--- src/rtl/axi_csr_regfile.sv ---
// axi_csr_regfile
// AXI4-Lite slave register file with per-register access modes
// (RW / RO / WO / W1C), byte-strobe writes, hardware status and event
// inputs, and an interrupt that ORs every W1C bit.
//
// Ports
//   clk, arst_n                      clock, asynchronous active-low reset
//   aw*/w*/b*                        AXI4-Lite write address/data/response
//   ar*/r*                           AXI4-Lite read address/data
//   hw_status [NUM_REGS*DATA_W]      read value of RO registers
//   hw_set    [NUM_REGS*DATA_W]      per-bit set pulses for W1C registers
//   reg_out   [NUM_REGS*DATA_W]      storage contents (RO slices read 0)
//   irq                              OR of all W1C register bits
module axi_csr_regfile #(
   parameter int                         DATA_W      = 32,
   parameter int                         ADDR_W      = 6,
   parameter int                         NUM_REGS    = 16,
   parameter int                         TXN_TIMEOUT = 50,
   parameter logic [2*NUM_REGS-1:0]      REG_ACCESS  = 32'hF0A5_0000,
   parameter logic [NUM_REGS*DATA_W-1:0] RESET_VAL   = '0
) (
   input  logic                         clk,
   input  logic                         arst_n,
   input  logic [ADDR_W-1:0]            awaddr,
   input  logic                         awvalid,
   output logic                         awready,
   input  logic [DATA_W-1:0]            wdata,
   input  logic [DATA_W/8-1:0]          wstrb,
   input  logic                         wvalid,
   output logic                         wready,
   output logic [1:0]                   bresp,
   output logic                         bvalid,
   input  logic                         bready,
   input  logic [ADDR_W-1:0]            araddr,
   input  logic                         arvalid,
   output logic                         arready,
   output logic [DATA_W-1:0]            rdata,
   output logic [1:0]                   rresp,
   output logic                         rvalid,
   input  logic                         rready,
   input  logic [NUM_REGS*DATA_W-1:0]   hw_status,
   input  logic [NUM_REGS*DATA_W-1:0]   hw_set,
   output logic [NUM_REGS*DATA_W-1:0]   reg_out,
   output logic                         irq
);

   localparam int STRB_W = DATA_W / 8;
   localparam int OFS_W  = $clog2(STRB_W);
   localparam int CNT_W  = $clog2(TXN_TIMEOUT + 1);

   localparam logic [1:0] M_RW  = 2'b00;
   localparam logic [1:0] M_RO  = 2'b01;
   localparam logic [1:0] M_WO  = 2'b10;
   localparam logic [1:0] M_W1C = 2'b11;

   localparam logic [1:0] RESP_OKAY   = 2'b00;
   localparam logic [1:0] RESP_SLVERR = 2'b10;
   localparam logic [1:0] RESP_DECERR = 2'b11;

   typedef enum logic [1:0] {W_IDLE, W_WAIT_W, W_WAIT_AW, W_RESP} wstate_e;
   typedef enum logic       {R_IDLE, R_RESP} rstate_e;

   wstate_e             wstate_q, wstate_d;
   rstate_e             rstate_q, rstate_d;
   logic [ADDR_W-1:0]   awaddr_q, awaddr_d;
   logic [DATA_W-1:0]   wdata_q, wdata_d;
   logic [STRB_W-1:0]   wstrb_q, wstrb_d;
   logic [1:0]          bresp_q, bresp_d;
   logic [CNT_W-1:0]    tcnt_q, tcnt_d;
   logic [DATA_W-1:0]   rdata_q, rdata_d;
   logic [1:0]          rresp_q, rresp_d;
   logic [DATA_W-1:0]   regs_q [NUM_REGS];
   logic [DATA_W-1:0]   regs_d [NUM_REGS];

   // Write currently being committed (address/data may come from latches)
   logic                do_wr;
   logic [ADDR_W-1:0]   wr_addr;
   logic [DATA_W-1:0]   wr_data;
   logic [STRB_W-1:0]   wr_strb;
   logic [ADDR_W-1:0]   wr_idx;
   logic [ADDR_W-1:0]   rd_idx;
   logic [1:0]          wr_resp;

   assign wr_idx = wr_addr >> OFS_W;
   assign rd_idx = araddr >> OFS_W;

   assign bvalid = (wstate_q == W_RESP);
   assign bresp  = bresp_q;
   assign rvalid = (rstate_q == R_RESP);
   assign rdata  = rdata_q;
   assign rresp  = rresp_q;

   // Unmatched indices fall through to DECERR
   always_comb begin
      wr_resp = RESP_DECERR;
      for (int i = 0; i < NUM_REGS; i++) begin
         if (wr_idx == ADDR_W'(i)) begin
            wr_resp = (REG_ACCESS[2*i +: 2] == M_RO) ? RESP_SLVERR : RESP_OKAY;
         end
      end
   end

   // Write FSM
   always_comb begin
      wstate_d = wstate_q;
      awaddr_d = awaddr_q;
      wdata_d  = wdata_q;
      wstrb_d  = wstrb_q;
      bresp_d  = bresp_q;
      tcnt_d   = tcnt_q;
      awready  = 1'b0;
      wready   = 1'b0;
      do_wr    = 1'b0;
      wr_addr  = awaddr;
      wr_data  = wdata;
      wr_strb  = wstrb;
      case (wstate_q)
         W_IDLE: begin
            awready = 1'b1;
            wready  = 1'b1;
            if (awvalid && wvalid) begin
               do_wr    = 1'b1;
               wstate_d = W_RESP;
            end else if (awvalid) begin
               awaddr_d = awaddr;
               tcnt_d   = '0;
               wstate_d = W_WAIT_W;
            end else if (wvalid) begin
               wdata_d  = wdata;
               wstrb_d  = wstrb;
               tcnt_d   = '0;
               wstate_d = W_WAIT_AW;
            end
         end
         W_WAIT_W: begin
            wready  = 1'b1;
            wr_addr = awaddr_q;
            if (wvalid) begin
               do_wr    = 1'b1;
               wstate_d = W_RESP;
            end else if (tcnt_q == CNT_W'(TXN_TIMEOUT - 1)) begin
               bresp_d  = RESP_SLVERR;
               wstate_d = W_RESP;
            end else begin
               tcnt_d = tcnt_q + 1'b1;
            end
         end
         W_WAIT_AW: begin
            awready = 1'b1;
            wr_data = wdata_q;
            wr_strb = wstrb_q;
            if (awvalid) begin
               do_wr    = 1'b1;
               wstate_d = W_RESP;
            end else if (tcnt_q == CNT_W'(TXN_TIMEOUT - 1)) begin
               bresp_d  = RESP_SLVERR;
               wstate_d = W_RESP;
            end else begin
               tcnt_d = tcnt_q + 1'b1;
            end
         end
         default: begin
            if (bready) wstate_d = W_IDLE;
         end
      endcase
      if (do_wr) bresp_d = wr_resp;
   end

   // Storage next state; W1C: bit <= (bit & ~sw_clear) | hw_set, so a
   // simultaneous hardware set wins. RO slices are held at zero.
   always_comb begin
      for (int i = 0; i < NUM_REGS; i++) begin
         regs_d[i] = regs_q[i];
         if (REG_ACCESS[2*i +: 2] == M_RO) begin
            regs_d[i] = '0;
         end else begin
            if (do_wr && (wr_idx == ADDR_W'(i))) begin
               for (int b = 0; b < STRB_W; b++) begin
                  if (wr_strb[b]) begin
                     if (REG_ACCESS[2*i +: 2] == M_W1C)
                        regs_d[i][8*b +: 8] = regs_q[i][8*b +: 8] & ~wr_data[8*b +: 8];
                     else
                        regs_d[i][8*b +: 8] = wr_data[8*b +: 8];
                  end
               end
            end
            if (REG_ACCESS[2*i +: 2] == M_W1C)
               regs_d[i] = regs_d[i] | hw_set[i*DATA_W +: DATA_W];
         end
      end
   end

   // Read FSM; reads see pre-write storage because they use regs_q
   always_comb begin
      rstate_d = rstate_q;
      rdata_d  = rdata_q;
      rresp_d  = rresp_q;
      arready  = 1'b0;
      case (rstate_q)
         R_IDLE: begin
            arready = 1'b1;
            if (arvalid) begin
               rstate_d = R_RESP;
               rdata_d  = '0;
               rresp_d  = RESP_DECERR;
               for (int i = 0; i < NUM_REGS; i++) begin
                  if (rd_idx == ADDR_W'(i)) begin
                     case (REG_ACCESS[2*i +: 2])
                        M_RO: begin
                           rdata_d = hw_status[i*DATA_W +: DATA_W];
                           rresp_d = RESP_OKAY;
                        end
                        M_WO: begin
                           rdata_d = '0;
                           rresp_d = RESP_SLVERR;
                        end
                        default: begin
                           rdata_d = regs_q[i];
                           rresp_d = RESP_OKAY;
                        end
                     endcase
                  end
               end
            end
         end
         default: begin
            if (rready) rstate_d = R_IDLE;
         end
      endcase
   end

   always_comb begin
      irq = 1'b0;
      for (int i = 0; i < NUM_REGS; i++) begin
         if (REG_ACCESS[2*i +: 2] == M_W1C) irq = irq | (|regs_q[i]);
      end
   end

   for (genvar g = 0; g < NUM_REGS; g++) begin : g_out
      assign reg_out[g*DATA_W +: DATA_W] = regs_q[g];
   end

   always_ff @(posedge clk or negedge arst_n) begin
      if (!arst_n) begin
         wstate_q <= W_IDLE;
         rstate_q <= R_IDLE;
         awaddr_q <= '0;
         wdata_q  <= '0;
         wstrb_q  <= '0;
         bresp_q  <= RESP_OKAY;
         tcnt_q   <= '0;
         rdata_q  <= '0;
         rresp_q  <= RESP_OKAY;
         for (int i = 0; i < NUM_REGS; i++) begin
            regs_q[i] <= (REG_ACCESS[2*i +: 2] == M_RO) ? '0 : RESET_VAL[i*DATA_W +: DATA_W];
         end
      end else begin
         wstate_q <= wstate_d;
         rstate_q <= rstate_d;
         awaddr_q <= awaddr_d;
         wdata_q  <= wdata_d;
         wstrb_q  <= wstrb_d;
         bresp_q  <= bresp_d;
         tcnt_q   <= tcnt_d;
         rdata_q  <= rdata_d;
         rresp_q  <= rresp_d;
         for (int i = 0; i < NUM_REGS; i++) begin
            regs_q[i] <= regs_d[i];
         end
      end
   end

endmodule

--- config.mk ---
export PLATFORM = sky130hd
export DESIGN_NAME = axi_csr_regfile
export DESIGN_NICKNAME = d
export VERILOG_FILES = /design/src/rtl/axi_csr_regfile.sv
export SDC_FILE = /design/constraint.sdc
export NUM_CORES = 1
export LEC_CHECK = 0
export CAP_MARGIN = 20
export CORE_AREA = 2 2 642 644
export DETAILED_ROUTE_END_ITERATION = 10
export DIE_AREA = 0 0 644 646
export MAX_ROUTING_LAYER = met4
export PLACE_DENSITY = 0.3
export SLEW_MARGIN = 20
export SYNTH_ARGS = -nofsm -noshare
export SYNTH_HDL_FRONTEND = slang
export SYNTH_SLANG_ARGS = --single-unit
--- constraint.sdc ---
create_clock -name clk -period 2 [get_ports clk]
set_input_delay 0.2 -clock clk [delete_from_list [all_inputs] [get_ports clk]]
set_output_delay 0.2 -clock clk [all_outputs]
set_load 0.02 [all_outputs]
==> flow_summary.yaml, run 1 <==
cts:
  clk_pin_slew_ps: 60
  cts_buffers: 85
  htree_num_levels: 3
  cts_tree: "yes"
  cts_root_buffer: "clkbuf_16"
  cts_buffer_depth: 4
  cts_sinks: 533
  clk_latency_ps: 840
setup_path:
  path_cells: "nor4_2, buf_4, nand4_1, buf_4, or4_4, buf_6"
  critical_path_buf_inv_count: 3
  path_max_fanout: 2
  worstPathArrival_ps: 2890
  crit_slowest_cell: "or4_4"
  max_stage_delay_ps: 530
  cp_common_cell: "buf_4"
  crit_family: "simple AND/OR/NAND/NOR gates"
  required_ps: 1800
  worst-setup-path-type: "flop to output port"
  critPathLaunchType: "flop"
  endpoint_kind: "output port"
drt:
  dr.pass1.iters: 5
  drt_iter0_drc: 1473
  vias: 25200
  vias_per_cell: 2.80
  ant_nets: 0
  drt_wl_total_um: 249000
  drcViolationCount: 0
  wl_per_cell_um: 27.7
power:
  switching_share_pct: 44.2
  seqPwrFrac_pct: 28.0
  switching_power_w: 0.0289
  vdd_ir_drop_max_mv: 0.659
  p_per_area_nw_per_um2: 1300
  p_leak_nw: 20.8
  clock_power_share_pct: 23.4
  pwr-share-comb_pct: 48.7
  p_int_w: 0.0366
synthesis:
  synth_top_flop_cell: "dfrtp_1"
  yosys.area.top_type_share_pct: 50.4
  synthMuxAreaShare_pct: 20.5
  synth_top_family_by_area: "multiplexers"
  ys_async_sr_fraction_pct: 100
  syn-mean-instance-area_um2: 11.6
  seq_area_frac_synth_pct: 50.4
  synth_warnings: 0
  synth_fa_ha_area_share_pct: 0.284
  synth_compound_area_share_pct: 14.3
  synthSimpleGateAreaFrac_pct: 9.72
  netlist_instances: 2276
  yosys.area.top_type: "dfrtp_1"
  netlist_area_um2: 26500
  synth_xor_area_share_pct: 0
  ys_types: 74
  synth_edf_count: 0
  ys_ff_latch: 533
  synth_area_leaders: "dfrtp_1, mux2_2, a21oi_1"
global_routing:
  grt_pass1_vias: 26600
  grt_max_degree: 67
  grt-ovfl-total: 0
  grt_usage_pct: 12.0
  grt_pass1_wl_um: 313000
  antenna_found_initial: 91
timing:
  final.period_utilization_pct: 154
  fmax_ghz: 0.324
  fin_crit_ps: 3090
  holdWs_ps: 72.1
  finalHoldViolCount: 0
  worst_pin_slew_ps: 711
  relSlewSlack_pct: 52.4
  rsz0062_at_grt: "true"
  drv_slew: 0
  setup_ws_ps: -1090
  fin_worst_skew_ps: 124
  finalSetupViolations: 452
finish:
  fin_util_pct: 12.3
  fillers: 46500
  fin_nets: 4528
  fin_cells: 8988
  final_area_um2: 50400
  drive_gt1_share_pct: 41.7
  areaGrowthSynthToFinish_pct: 90.3
floorplanning:
  io_pins: 1633
  fp.dieArea_um2: 416000
  floorplan.initialDensity_pct: 6.47
  core_um2: 409000
  die_h_um: 646
  die_w_um: 644
  rows: 235
placed_design:
  place_inst: 8689
  port_buffers: 668
  dpl.hpwl_um: 206000
  gp_routability_congestion: 0.804
  placed_cell_area_um2: 44500
run_status:
  status: "finished with violations"
  violations: "negative setup slack"
flow_run:
  drv_cap: 0
hold_path:
  hp-class: "input pin to flop"
-- cells by family after synthesis --
group | Yosys count
AOI/OAI and AO/OA | 580
DFF | 533
muxes | 484
and+or+nand+nor | 428
buffers and inverters | 244
adders and majority gates | 6
other | 1
-- routing by layer --
layer | GRT usage [%] | part of all wire [%] | vias up
met3 | 4.40 | 8.6 | 294
met4 | 3.29 | 3.3 | 0
met5 | - | 0 | -
met2 | 19.8 | 48 | 988
met1 | 13.4 | 40 | 13200
li1 | - | - | 10600
-- sequential cells by signal, indices dropped and copies added, names as in the netlist --
register	cells
wstate_q	2
rvalid	1
awaddr_q	4
tcnt_q	6
reg_out	448
rresp	2
wdata_q	32
bresp	2
rdata	32
wstrb_q	4
-- power groups by stage --
stage | clock, W | sequential [W] | combinational (W)
after floorplan | 0 | 0.0206 | 0.00811
after global placement | 0 | 0.0183 | 0.0303
after detailed placement | 0 | 0.0183 | 0.0303
after CTS | 0.0159 | 0.0183 | 0.0326
after global routing | 0.0162 | 0.0188 | 0.0337
final | 0.0153 | 0.0183 | 0.0319
-- metrics by stage --
step           TNS, ps  total power, W  setup slack, ps
2_1_floorplan   -73640          0.0288             -225
3_3_place_gp   -304680          0.0486             -995
3_5_place_dp   -295280          0.0486             -955
4_1_cts        -158160          0.0667            -1230
5_1_grt        -167380          0.0686            -1210
6_report       -130140          0.0655            -1090
-- cell usage after synthesis, types with 3 or more instances --
cell type and number:
nand3_1 10, o21a_1 22, nor2b_1 15, o211ai_1 34, buf_1 6, nor4_1 18
and3_1 4, o31ai_1 3, mux2_2 443, or2_2 4, nand3_2 8, nand4_1 5
a22oi_1 11, buf_6 4, or3_1 7, o22ai_1 50, and2_1 5, buf_2 25
dfrtp_1 533, nand2b_1 54, a2111oi_0 12, mux2_1 8, a221oi_1 22, nor2_4 12
clkbuf_1 114, a32oi_1 4, a22o_1 22, o221ai_1 23, nor3_4 31, nand2_4 3
inv_1 22, a211oi_1 4, a21o_1 65, o21ai_0 97, nand2_1 135, ha_1 6
nor2_2 4, nor3_1 6, mux2i_1 30, a31oi_1 36, a21oi_1 154, nor2_1 92
buf_4 72
-- cells in the final DEF, fill, tap and decap left out, drive strengths merged, types with 23 or more instances in the layout --
| cell | instances |
|---|---|
| conb | 64 |
| dlygate4sd2 | 321 |
| dlygate4sd3 | 58 |
| a21oi | 154 |
| diode | 35 |
| a21o | 65 |
| mux2 | 454 |
| clkdlybuf4s50 | 177 |
| inv | 25 |
| nand2 | 138 |
| nor3 | 38 |
| clkbuf | 126 |
| buf | 615 |
| nand2b | 54 |
| a31oi | 36 |
| o211ai | 34 |
| nor2 | 109 |
| o22ai | 50 |
| o221ai | 23 |
| o21ai | 97 |
| clkdlybuf4s15 | 56 |
| dfrtp | 533 |
| mux2i | 32 |
-- final timing paths --
| check | from | end | slack (ps) | depth (start not counted) |
|---|---|---|---|---|
| max in group asynchronous | arst_n | reg_out[133]$_DFFE_PN0P_ | 710 | 3 |
| hold reg to reg | rresp[1]$_DFFE_PN0P_ | rresp[1]$_DFFE_PN0P_ | 480 | 2 |
| min in group asynchronous | arst_n | reg_out[428]$_DFFE_PN0P_ | 180 | 3 |
| hold / removal | wdata[14] | wdata_q[14]$_DFFE_PN0P_ | 70 | 2 |
| setup / recovery | reg_out[496]$_DFF_PN0_ | irq | -1090 | 6 |
| setup reg to reg | wstate_q[0]$_DFFE_PN0P_ | reg_out[456]$_DFF_PN0_ | -430 | 13 |
-- layout make-up --
cell class / count / area [um^2] / area share (%)
Antenna cell: 35 / 87.6 / 0.174
Clock buffer: 118 / 2400 / 4.77
Clock inverter: 28 / 313 / 0.621
Inverter: 23 / 91.3 / 0.181
Multi-Input combinational cell: 1565 / 14600 / 28.9
Sequential cell: 533 / 13300 / 26.5
Tap cell: 5451 / 6820 / 13.5
Timing Repair Buffer: 1235 / 12700 / 25.3
-- what timing repair did --
action / in CTS / in global routing
endpoints found under the setup margin: 856 / 485
hold endpoints to repair: 582 / 0
setup buffers: 63 / 17
hold buffers: 58 / 0
pin swaps: 130 / 57
resized for setup: 1040 / 94
gates cloned: 6 / 1
(Power assumes the default switching activity.)
==> run 2, diff against run 1 <==
--- a/config.mk
+++ b/config.mk
@@ -11,6 +11,7 @@
 export DIE_AREA = 0 0 644 646
 export MAX_ROUTING_LAYER = met4
 export PLACE_DENSITY = 0.3
+export SKIP_LAST_GASP = 1
 export SLEW_MARGIN = 20
 export SYNTH_ARGS = -nofsm -noshare
 export SYNTH_HDL_FRONTEND = slang
==> flow_summary.yaml, run 2 (synthesized netlist as in run 1, its figures left out) <==
run_status:
  status: "finished with violations"
  violations: "negative setup slack"
finish:
  drive_gt1_share_pct: 41.5
  seq_area_um2: 13300
  fin_nets: 4537
  fin_util_pct: 12.3
  final_area_um2: 50400
  largest_reg_flops: 448
  layout_commonest_cell: "dfrtp_1"
  mostFrequentLayoutCells: "dfrtp_1, mux2_4, buf_4"
  multi_input_area_um2: 14500
  fillers: 46600
  areaGrowthSynthToFinish_pct: 90.6
power:
  power_w: 0.0657
  vdd_ir_drop_max_mv: 0.661
  p_leak_nw: 20.9
  switching_share_pct: 44.2
  clock_power_share_pct: 23.3
  p_int_w: 0.0367
  pwr-share-comb_pct: 48.8
  seqPwrFrac_pct: 27.9
  switching_power_w: 0.0290
  p_per_area_nw_per_um2: 1300
setup_path:
  worstPathArrival_ps: 2880
  crit_slowest_cell: "or4_4"
  endpoint_kind: "output port"
  required_ps: 1800
  worst-setup-path-type: "flop to output port"
  critPathLaunchType: "flop"
  max_stage_delay_ps: 540
  path_cells: "nor4_2, buf_4, nand4_1, buf_4, or4_4, buf_6"
  crit_family: "simple AND/OR/NAND/NOR gates"
  path_max_fanout: 2
  critical_path_buf_inv_count: 3
  cp_common_cell: "buf_4"
cts:
  cts_root_buffer: "clkbuf_16"
  cts_buffers: 85
  clk_latency_ps: 840
  cts_sinks: 533
  cts_buffer_depth: 4
  cts_tree: "yes"
  clk_pin_slew_ps: 60
  htree_num_levels: 3
drt:
  drt_wl_total_um: 250000
  wl_per_cell_um: 27.8
  drt_iter0_drc: 1519
  vias_per_cell: 2.79
  ant_nets: 0
  drcViolationCount: 0
  vias: 25100
  dr.pass1.iters: 5
flow_run:
  drv_cap: 0
floorplanning:
  die_w_um: 644
  core_um2: 409000
  fp.dieArea_um2: 416000
  die_h_um: 646
  rows: 235
  io_pins: 1633
  floorplan.initialDensity_pct: 6.47
global_routing:
  grt_pass1_vias: 26500
  antenna_found_initial: 93
  grt-ovfl-total: 0
  grt_max_degree: 67
  grt_usage_pct: 11.9
  grt_pass1_wl_um: 312000
timing:
  fin_worst_skew_ps: 123
  finalHoldViolCount: 0
  setup_ws_ps: -1080
  fin_crit_ps: 3080
  relSlewSlack_pct: 52.0
  fmax_ghz: 0.325
  drv_slew: 0
  rsz0062_at_grt: "true"
  worst_pin_slew_ps: 714
  finalSetupViolations: 459
  holdWs_ps: 62.8
  final.period_utilization_pct: 154
placed_design:
  dp_slack_ps: -955
  port_buffers: 668
  placed_cell_area_um2: 44500
  dpl.hpwl_um: 206000
  gp_routability_congestion: 0.804
hold_path:
  hp-class: "input pin to flop"
## run 2: final timing paths
check | startpoint | endpoint | slack [ps] | cells past startpoint
setup / recovery | reg_out[496]$_DFF_PN0_ | irq | -1080 | 6
hold / removal | wdata[14] | wdata_q[14]$_DFFE_PN0P_ | 60 | 2
setup reg to reg | wstate_q[0]$_DFFE_PN0P_ | reg_out[456]$_DFF_PN0_ | -420 | 13
hold reg to reg | rresp[1]$_DFFE_PN0P_ | rresp[1]$_DFFE_PN0P_ | 480 | 2
max in group asynchronous | arst_n | reg_out[164]$_DFFE_PN0P_ | 720 | 3
min in group asynchronous | arst_n | reg_out[459]$_DFF_PN0_ | 170 | 3
## run 2: final cells by class
| type | count | share of cell area, % |
|---|---|---|
| multi-input combinational | 1567 | 28.8 |
| sequential | 533 | 26.5 |
| timing repair buffer | 1242 | 25.5 |
| tap | 5451 | 13.5 |
| clock buffer | 118 | 4.76 |
| clock inverter | 28 | 0.620 |
| inverter | 23 | 0.181 |
| antenna | 36 | 0.179 |
## run 2: power by group through the flow
stage          clock [W]  combinational [W]  sequential [W]
2_1_floorplan          0            0.00811          0.0206
3_3_place_gp           0             0.0303          0.0183
3_5_place_dp           0             0.0303          0.0183
4_1_cts           0.0159             0.0324          0.0183
5_1_grt           0.0162             0.0339          0.0188
6_report          0.0153             0.0321          0.0183
## run 2: per-layer routing
| metal | vias to the layer above | part of all wire [%] | GRT usage (%) |
|---|---|---|---|
| li1 | 10700 | - | - |
| met1 | 13200 | 40 | 13.4 |
| met2 | 984 | 48 | 19.9 |
| met3 | 299 | 8.7 | 4.43 |
| met4 | 0 | 3.4 | 3.24 |
| met5 | - | 0 | - |
## run 2: through the flow
step | cells | setup TNS (ps)
after floorplan | 2339 | -73640
after global placement | 8689 | -304680
after detailed placement | 8689 | -295280
after CTS | 8950 | -158810
after global routing | 8994 | -168040
final | 8998 | -127220
## run 2: repair_timing
item	CTS	global route
hold buffers	58	0
resized for setup	1017	80
setup endpoints to repair	856	486
gates cloned	6	3
setup buffers	63	29
pin swaps	130	60
hold endpoints to repair	582	0
